--- config.mk ---
export PLATFORM = sky130hd
export DESIGN_NAME = btn_conditioner
export DESIGN_NICKNAME = d
export VERILOG_FILES = /design/src/rtl/btn_pkg.sv /design/src/rtl/debounce_cell.sv /design/src/rtl/btn_conditioner.sv
export SDC_FILE = /design/constraint.sdc
export NUM_CORES = 1
export LEC_CHECK = 0
export CAP_MARGIN = 20
export CELL_PAD_IN_SITES_DETAIL_PLACEMENT = 1
export CELL_PAD_IN_SITES_GLOBAL_PLACEMENT = 2
export CORE_MARGIN = 5
export CORE_UTILIZATION = 35
export CTS_BUF_LIST = sky130_fd_sc_hd__clkbuf_8
export CTS_CLUSTER_DIAMETER = 40
export DETAILED_ROUTE_END_ITERATION = 12
export GPL_TIMING_DRIVEN = 0
export HOLD_SLACK_MARGIN = 0.05
export PLACE_DENSITY_LB_ADDON = 0.1
export SKIP_LAST_GASP = 1
export SYNTH_ARGS = -nofsm -noshare
export SYNTH_HDL_FRONTEND = slang
export SYNTH_SLANG_ARGS = --single-unit
--- constraint.sdc ---
create_clock -name clk -period 2.7 [get_ports clk]
set_clock_uncertainty 0.2 [all_clocks]
set_input_delay 0.54 -clock clk [delete_from_list [all_inputs] [get_ports clk]]
set_output_delay 0.54 -clock clk [all_outputs]
set_load 0.01 [all_outputs]
--- src/rtl/btn_pkg.sv ---
// ----------------------------------------------------------------------------
// btn_pkg
// Shared definitions for the button conditioner:
//   - btn_state_t : per-button debounce FSM state encoding
//   - BTN_*       : bit index of each button in every 4-bit button vector
//   - NUM_BTNS    : number of conditioned buttons
//   - max3()      : helper used to size the shared cycle counters
// ----------------------------------------------------------------------------
package btn_pkg;

    typedef enum logic [1:0] {
        IDLE         = 2'b00,
        PRESS_WAIT   = 2'b01,
        HELD         = 2'b10,
        RELEASE_WAIT = 2'b11
    } btn_state_t;

    localparam int BTN_UP    = 3;
    localparam int BTN_DOWN  = 2;
    localparam int BTN_LEFT  = 1;
    localparam int BTN_RIGHT = 0;
    localparam int NUM_BTNS  = 4;

    function automatic int max3(input int a, input int b, input int c);
        int m;
        m = (a > b) ? a : b;
        return (m > c) ? m : c;
    endfunction

endpackage

--- src/rtl/debounce_cell.sv ---
// ----------------------------------------------------------------------------
// debounce_cell
// One button channel: 2-flop synchroniser, debounce FSM, registered
// level and one-cycle press/release pulses.
// Optional auto-repeat of the press pulse while held: macro AUTO_REPEAT_EN.
//
// Ports:
//   i_clk      in  1  system clock
//   i_rst_n    in  1  asynchronous active-low reset
//   i_raw      in  1  raw asynchronous button input (active-high)
//   o_level    out 1  debounced level
//   o_press    out 1  one-cycle pulse on accepted press (and on each repeat)
//   o_release  out 1  one-cycle pulse on accepted release
//
// Handshake: none; all outputs are plain registered levels/pulses.
// Debug: FSM state is held in r_state (type btn_state_t).
// ----------------------------------------------------------------------------
module debounce_cell
    import btn_pkg::*;
#(
    parameter int DEBOUNCE_CYCLES = 500000,
    parameter int REPEAT_DELAY    = 25000000,
    parameter int REPEAT_PERIOD   = 5000000
) (
    input  logic i_clk,
    input  logic i_rst_n,
    input  logic i_raw,
    output logic o_level,
    output logic o_press,
    output logic o_release
);

    localparam int CW = $clog2(max3(DEBOUNCE_CYCLES, REPEAT_DELAY, REPEAT_PERIOD)) + 1;
    localparam logic [CW-1:0] C_DB_LAST = CW'(DEBOUNCE_CYCLES - 1);
    localparam logic [CW-1:0] C_CNT_MAX = {CW{1'b1}};

    logic [1:0]    r_sync;
    logic          w_s;
    btn_state_t    r_state;
    btn_state_t    w_state_next;
    logic [CW-1:0] r_cnt;
    logic [CW-1:0] w_cnt_next;
    logic [CW-1:0] w_cnt_inc;
    logic          r_level;
    logic          w_level_next;
    logic          r_press;
    logic          w_press_next;
    logic          r_release;
    logic          w_release_next;
    logic          w_rep_pulse;

    assign w_s       = r_sync[1];
    // Saturating increment so the counter can never wrap.
    assign w_cnt_inc = (r_cnt == C_CNT_MAX) ? r_cnt : r_cnt + CW'(1);

    always_ff @(posedge i_clk or negedge i_rst_n) begin
        if (!i_rst_n) begin
            r_sync <= 2'b00;
        end else begin
            r_sync <= {r_sync[0], i_raw};
        end
    end

    always_comb begin
        w_state_next   = r_state;
        w_cnt_next     = r_cnt;
        w_level_next   = r_level;
        w_press_next   = 1'b0;
        w_release_next = 1'b0;
        case (r_state)
            IDLE: begin
                if (w_s) begin
                    w_state_next = PRESS_WAIT;
                    w_cnt_next   = '0;
                end
            end
            PRESS_WAIT: begin
                if (!w_s) begin
                    w_state_next = IDLE;
                end else if (r_cnt == C_DB_LAST) begin
                    w_state_next = HELD;
                    w_level_next = 1'b1;
                    w_press_next = 1'b1;
                end else begin
                    w_cnt_next = w_cnt_inc;
                end
            end
            HELD: begin
                if (!w_s) begin
                    w_state_next = RELEASE_WAIT;
                    w_cnt_next   = '0;
                end
            end
            RELEASE_WAIT: begin
                if (w_s) begin
                    w_state_next = HELD;
                end else if (r_cnt == C_DB_LAST) begin
                    w_state_next   = IDLE;
                    w_level_next   = 1'b0;
                    w_release_next = 1'b1;
                end else begin
                    w_cnt_next = w_cnt_inc;
                end
            end
            default: begin
                w_state_next = IDLE;
            end
        endcase
    end

`ifdef AUTO_REPEAT_EN
    localparam logic [CW-1:0] C_RD_LAST = CW'(REPEAT_DELAY - 1);
    localparam logic [CW-1:0] C_RP_LAST = CW'(REPEAT_PERIOD - 1);

    logic [CW-1:0] r_rcnt;
    logic [CW-1:0] w_rcnt_next;
    logic          r_rep_seen;
    logic          w_rep_seen_next;

    // Repeat timer only runs while HELD with the input still high; any other
    // state (including the cycle that enters HELD) clears it, so both a fresh
    // acceptance and a bounce back from RELEASE_WAIT restart from zero.
    always_comb begin
        w_rcnt_next     = '0;
        w_rep_seen_next = 1'b0;
        w_rep_pulse     = 1'b0;
        if ((r_state == HELD) && w_s) begin
            w_rep_seen_next = r_rep_seen;
            if (r_rcnt == (r_rep_seen ? C_RP_LAST : C_RD_LAST)) begin
                w_rep_pulse     = 1'b1;
                w_rcnt_next     = '0;
                w_rep_seen_next = 1'b1;
            end else begin
                w_rcnt_next = (r_rcnt == C_CNT_MAX) ? r_rcnt : r_rcnt + CW'(1);
            end
        end
    end

    always_ff @(posedge i_clk or negedge i_rst_n) begin
        if (!i_rst_n) begin
            r_rcnt     <= '0;
            r_rep_seen <= 1'b0;
        end else begin
            r_rcnt     <= w_rcnt_next;
            r_rep_seen <= w_rep_seen_next;
        end
    end
`else
    assign w_rep_pulse = 1'b0;
`endif

    always_ff @(posedge i_clk or negedge i_rst_n) begin
        if (!i_rst_n) begin
            r_state   <= IDLE;
            r_cnt     <= '0;
            r_level   <= 1'b0;
            r_press   <= 1'b0;
            r_release <= 1'b0;
        end else begin
            r_state   <= w_state_next;
            r_cnt     <= w_cnt_next;
            r_level   <= w_level_next;
            r_press   <= w_press_next | w_rep_pulse;
            r_release <= w_release_next;
        end
    end

    assign o_level   = r_level;
    assign o_press   = r_press;
    assign o_release = r_release;

endmodule

--- src/rtl/btn_conditioner.sv ---
// ----------------------------------------------------------------------------
// btn_conditioner
// Synchronises, debounces and edge-detects the four raw board buttons.
// Bit map: [3]=up [2]=down [1]=left [0]=right (see btn_pkg BTN_*).
// Optional auto-repeat on held buttons: macro AUTO_REPEAT_EN.
//
// Ports:
//   clk          in  1  system clock
//   rst_n        in  1  asynchronous active-low reset
//   btn_raw      in  4  raw asynchronous buttons, active-high
//   btn_level    out 4  debounced levels
//   btn_press    out 4  one-cycle press pulses (plus repeats)
//   btn_release  out 4  one-cycle release pulses
// ----------------------------------------------------------------------------
module btn_conditioner
    import btn_pkg::*;
#(
    parameter int DEBOUNCE_CYCLES = 500000,
    parameter int REPEAT_DELAY    = 25000000,
    parameter int REPEAT_PERIOD   = 5000000
) (
    input  logic       clk,
    input  logic       rst_n,
    input  logic [3:0] btn_raw,
    output logic [3:0] btn_level,
    output logic [3:0] btn_press,
    output logic [3:0] btn_release
);

    for (genvar i = 0; i < NUM_BTNS; i++) begin : g_btn
        debounce_cell #(
            .DEBOUNCE_CYCLES (DEBOUNCE_CYCLES),
            .REPEAT_DELAY    (REPEAT_DELAY),
            .REPEAT_PERIOD   (REPEAT_PERIOD)
        ) u_cell (
            .i_clk     (clk),
            .i_rst_n   (rst_n),
            .i_raw     (btn_raw[i]),
            .o_level   (btn_level[i]),
            .o_press   (btn_press[i]),
            .o_release (btn_release[i])
        );
    end

endmodule

After elaboration in Yosys (flattened, before gate mapping)
Cells that the tools add are included.

Add/subtract/negate cells: 4. Multiply operators: 0. Divide/modulo/power cells: 0. Order comparisons: 0. Equality and inequality tests: 52. Shift operators: 0. Multiplexer cells: 96. Bitwise operators: 0. Reductions and logical operators: 20.

Operators by type and width (count): two-way mux 26 bit (24); case mux 26 bit (4 select lines) (4); adder 26 x 1 -> 26 bit, second input constant (4); == test 26 x 19 -> 1 bit, second input constant (4); == test 26 bit, second input constant (4); two-way mux 2 bit (24); two-way mux 1 bit (36); inequality test 2 x 1 -> 1 bit, second input constant (16); case mux 2 bit (4 select lines) (4); AND reduction 4 bit (8); AND reduction 5 bit (4); == test 2 bit, second input constant (8); inequality test 2 bit, second input constant (8); inequality test 3 x 1 -> 1 bit, second input constant (4); inequality test 3 bit, second input constant (4); == test 2 x 1 -> 1 bit, second input constant (4); zero test 2 bit (4); case mux 1 bit (2 select lines) (4); nonzero test 2 bit (4).

Flip-flop bits (word level): 132. Bits in latches: 0. Memory bits (writable): 0. Bits in read-only memories: 0. Input port bits: 6. Output and inout port bits: 12. Word-level logic and storage cells: 196. Memories: 0.

Depth between registers and ports, before layout
Word-level depth: 5. Gate-level depth with buffers: 10. Mapped depth without buffers: 6.

By module
From an unflattened synthesis, not the netlist that was laid out.

Cells, all modules: 815. Area, all modules: 7669.9 um2.

Modules (own cells, without submodules): debounce_cell at g_btn[0].u_cell ... (times used 3, cells each 200, area each 1911.8 um2, sequential area each 825.8 um2); debounce_cell at g_btn[3].u_cell (times used 1, cells each 215, area each 1934.4 um2, sequential area each 825.8 um2).

Least setup slack after synthesis
Ideal clock, no wire load.

Kind: flip-flop to flip-flop. Start point: register g_btn[1].u_cell.r_cnt[20]. End point: register g_btn[1].u_cell.r_cnt[4]. Setup time: 126 ps. Arrival: 2280 ps. Data required time: 2374 ps. Path slack: 94 ps. Cell stages (with the launch flop): 7. Buffers on the path: 1. Period minus slack after synthesis: 2606 ps. Path through: dfrtp_1 -> or4_1 -> or4_4 -> o31ai_4 -> buf_4 -> nor4_1 -> a221o_1.

Word-level cells in the longest chain between the ends: 5. Elaborated cells between the ends (all ways): 7.

Ends and longest elaborated chain: from (decl) (RTL line debounce_cell.sv:41) `logic [CW-1:0] r_cnt;`; from (signal assigned) (RTL line debounce_cell.sv:161) `r_cnt <= w_cnt_next;`; == test 26 bit (RTL line debounce_cell.sv:54) `assign w_cnt_inc = (r_cnt == C_CNT_MAX) ? r_cnt : r_cnt + CW'(1);`; two-way mux 26 bit (RTL line debounce_cell.sv:54); two-way mux 26 bit (*) (RTL line debounce_cell.sv:80, debounce_cell.sv:97); two-way mux 26 bit, on equally long branches (RTL line debounce_cell.sv:95, debounce_cell.sv:78); case mux 26 bit (4 select lines) (*) (RTL line debounce_cell.sv:70) `case (r_state)`.

Every way passes the cells marked *; elsewhere a longest branch is shown, timed or not. The select of a mux whose other input is x is not followed. A chain may end at the register's enable or synchronous reset.

Worst setup path after layout
Start point: register g_btn[2].u_cell.r_cnt[0]. End point: register g_btn[2].u_cell.r_cnt[25].

Word-level cells in the longest chain between the ends: 5. Elaborated cells between the ends (all ways): 8.

Ends and longest elaborated chain (RTL line): from (decl) (debounce_cell.sv:41); from (signal assigned) (debounce_cell.sv:161); adder 26 x 1 -> 26 bit / == test 26 bit (equally long branches) (debounce_cell.sv:54); two-way mux 26 bit (debounce_cell.sv:54); two-way mux 26 bit (*) (debounce_cell.sv:80, debounce_cell.sv:97); two-way mux 26 bit, on equally long branches (debounce_cell.sv:95, debounce_cell.sv:78); case mux 26 bit (4 select lines) (*) (debounce_cell.sv:70).

Marked as above.

==> flow_metrics.py <==
metrics = {
    "timing": {
        "max_slew_margin": 0.468,
        "rsz0062_at_grt": "yes",
        "finalMaxSlewViolations": 0,
        "worstMarginPinSlew_ns": 0.791,
        "finalCriticalPeriod_ns": 2.64,
        "setup_viol_count_final": 0,
        "post-route-period-util": 0.976,
        "hold_viol_final": 0,
        "fmax_mhz": 379,
    },
    "pwr": {
        "p_leak_uw": 0.00383,
        "totalPowerFinal_uw": 4010,
        "powerDensity_nw_per_um2": 443,
        "ir_drop_v": 0.000246,
    },
    "global_route": {
        "grt_overflow": 0,
        "antenna_found_initial": 0,
        "grt_pass1_vias": 7624,
        "grt_first_pass_wirelength_um": 40400,
        "grt_usage": 0.192,
        "grt_start_max_net_pins": 75,
    },
    "floorplanning": {
        "ios": 18,
        "initial_core_util": 0.356,
        "die_y_um": 159,
        "core_region_area_um2": 21800,
        "die_x_um": 159,
        "num_rows": 54,
        "die_area_um2": 25300,
    },
    "clock_network": {
        "root_buffer": "clkbuf_8",
        "numCtsBuffers": 17,
        "cts_tree": "yes",
        "cts_max_path_buffers": 2,
        "cts_sinks": 132,
        "htreeDepth": 4,
        "clk_latency_ns": 0.46,
        "clkTransAtPathRegs_ns": 0.07,
    },
    "yosys": {
        "ys_seq_area_frac": 0.425,
        "ys_seq_elements": 132,
        "synth_cell_types": 69,
        "synthFlopType": "dfrtp_1",
        "syn_area_per_cell_um2": 9.09,
        "synth.most_common_cell": "dfrtp_1",
        "synthTopCellsByCount": "dfrtp_1 (132), nand2_1 (70), nand3_1 (66)",
        "async_flop_share": 1.00,
        "yosys_warnings": 0,
        "synthTopCellsByArea": "dfrtp_1 (42%), nand3_1 (4.2%), nand2_1 (3.4%)",
        "synth_edf_count": 0,
        "postSynthCellCount": 855,
        "netlist.area_leader.share": 0.425,
        "synth.cell_area_um2": 7780,
        "yosysTopAreaCell": "dfrtp_1",
        "syn_nets": 865,
    },
    "finish": {
        "fin_nets": 913,
        "antennaDiodeCount": 0,
        "syn2layout_area_growth_pct": 16.4,
        "n_fill_cell": 2500,
        "utilization": 0.415,
        "drive_gt1_frac": 0.159,
    },
    "critical_path": {
        "cp_slowest_cell": "dfrtp_2",
        "path_cells": "ha_2, and4_2, and4_1, and4_2, or2_2, clkbuf_4, a211o_1",
        "cp_max_fo": 10,
        "r2r_start": "g_btn[2].u_cell.r_cnt[0]",
        "crit_top_cell": "and4_2",
        "end_kind": "flop",
        "crit_path_start": "g_btn[2].u_cell.r_cnt[0]",
        "crit_path_max_incr_delay_ns": 0.45,
        "required_ns": 2.84,
        "crit_arrival_ns": 2.78,
        "startpoint_type": "flop",
        "criticalPathCategory": "reg2reg",
    },
    "job": {
        "cap_violations": 0,
    },
    "route": {
        "drc": 0,
        "routedWlPerCell_um": 20.5,
        "drt-vias-per-instance": 5.99,
        "wl_um": 24400,
        "vias": 7145,
        "first_iter_violations": 428,
        "final_antenna_net_count": 0,
        "drtPass1Iterations": 5,
    },
    "min_path": {
        "worstHoldPathType": "reg2reg",
        "min_from": "g_btn[0].u_cell.r_sync[0]",
    },
    "place": {
        "gp_congestion": 0.802,
        "post-dp-hpwl_um": 16400,
        "io_buffers": 17,
    },
    "status": {
        "status": "finished clean",
    },
}
==> registers in the layout (all words and copies together), names as in the netlist, named ones only <==
signal,cells
g_btn.u_cell.o_level,4
g_btn.u_cell.o_release,4
g_btn.u_cell.r_cnt,104
g_btn.u_cell.r_state,4
g_btn.u_cell.o_press,4
g_btn.u_cell.r_sync,8
==> cells in the final DEF (no fill, tap or decap), types with 12 or more instances in the layout <==
| cell type | count |
|---|---|
| o41ai_1 | 12 |
| nand4_1 | 27 |
| inv_1 | 16 |
| or3_1 | 13 |
| nor3_1 | 20 |
| nand2_1 | 70 |
| o21ai_0 | 52 |
| clkbuf_1 | 20 |
| a211o_1 | 21 |
| nor4_1 | 31 |
| nand2b_1 | 26 |
| and2_1 | 17 |
| clkdlybuf4s50_1 | 16 |
| buf_4 | 35 |
| nand3_1 | 66 |
| clkbuf_8 | 21 |
| nor2_1 | 34 |
| o31ai_1 | 26 |
| dfrtp_1 | 120 |
| o211ai_1 | 14 |
| dfrtp_2 | 12 |
| and3_1 | 25 |
==> routing by layer <==
layer | track usage | vias to the layer above | share of wire
li1 | - | 3373 | -
met1 | 0.255 | 3666 | 0.47
met2 | 0.321 | 88 | 0.49
met3 | 0.0370 | 18 | 0.024
met4 | 0.0531 | 0 | 0.011
met5 | 0 | - | 0
==> repair_timing <==
item	CTS	global route
gates resized for setup	36	48
hold endpoints to repair	73	0
hold buffers	1	0
endpoints found under the setup margin	106	102
buffers inserted	10	10
cloned	1	1
pin swaps	3	5
==> worst paths after layout <==
path                            depth (start not counted)  slack (ns)                   endpoint
worst max-delay path                                    7        0.06  g_btn[2].u_cell.r_cnt[25]
worst min-delay path                                    0        0.15  g_btn[0].u_cell.r_sync[1]
worst max register to register                          7        0.06  g_btn[2].u_cell.r_cnt[25]
worst min register to register                          0        0.15  g_btn[0].u_cell.r_sync[1]
max in group asynchronous                               3        1.02  g_btn[3].u_cell.r_cnt[12]
min in group asynchronous                               2        0.50  g_btn[1].u_cell.r_cnt[23]
==> final cells by class <==
type                       count  area, um2  share of cell area
multi-input combinational    636       4210               0.465
sequential                   132       3320               0.367
buffer                        60        382              0.0422
clock inverter                 9       66.3             0.00733
tap                          280        350              0.0387
timing repair buffer          41        393              0.0434
clock buffer                  20        275              0.0304
inverter                      15       56.3             0.00622
==> where the power goes <==
group	leakage (uW)	switching (uW)	internal (uW)	total [uW]
Clock	0.000193	791	767	1560
Combinational	0.00185	219	125	344
Sequential	0.00179	81.8	2030	2110
==> metrics by stage <==
stage                     area (um2)  hold WS (ns)  setup TNS [ns]  setup slack (ns)  instances
final                           9050         0.154               0            0.0636       1193
after global routing            9050         0.168         -0.0184           -0.0176       1193
after CTS                       8840         0.155               0          0.000947       1186
after detailed placement        8330         0.137          -28.84            -0.594       1153
after global placement          8300         0.133         -656.21             -4.81       1152
after floorplan                 7780        0.0444               0            0.0937        855
==> kinds of logic after synthesis <==
kind of cell / count (synthesis) / synth area share
AOI/OAI and AO/OA: 213 / 0.204
xor gates and xnor gates: 4 / 0.00451
adders and majority gates: 4 / 0.00644
buffers and inverters: 87 / 0.0526
DFF: 132 / 0.425
muxes: 6 / 0.00788
and+or+nand+nor: 409 / 0.300
==> critical path: cells and delay by family, from the launching register on <==
kind	cells	cell delay [ns]
DFF	1	0.45
AOI/OAI and AO/OA	1	0.30
adders and majority gates	1	0.24
and+or+nand+nor	4	1.12
buffers and inverters	1	0.21
Power figures use the tool's default switching activity.
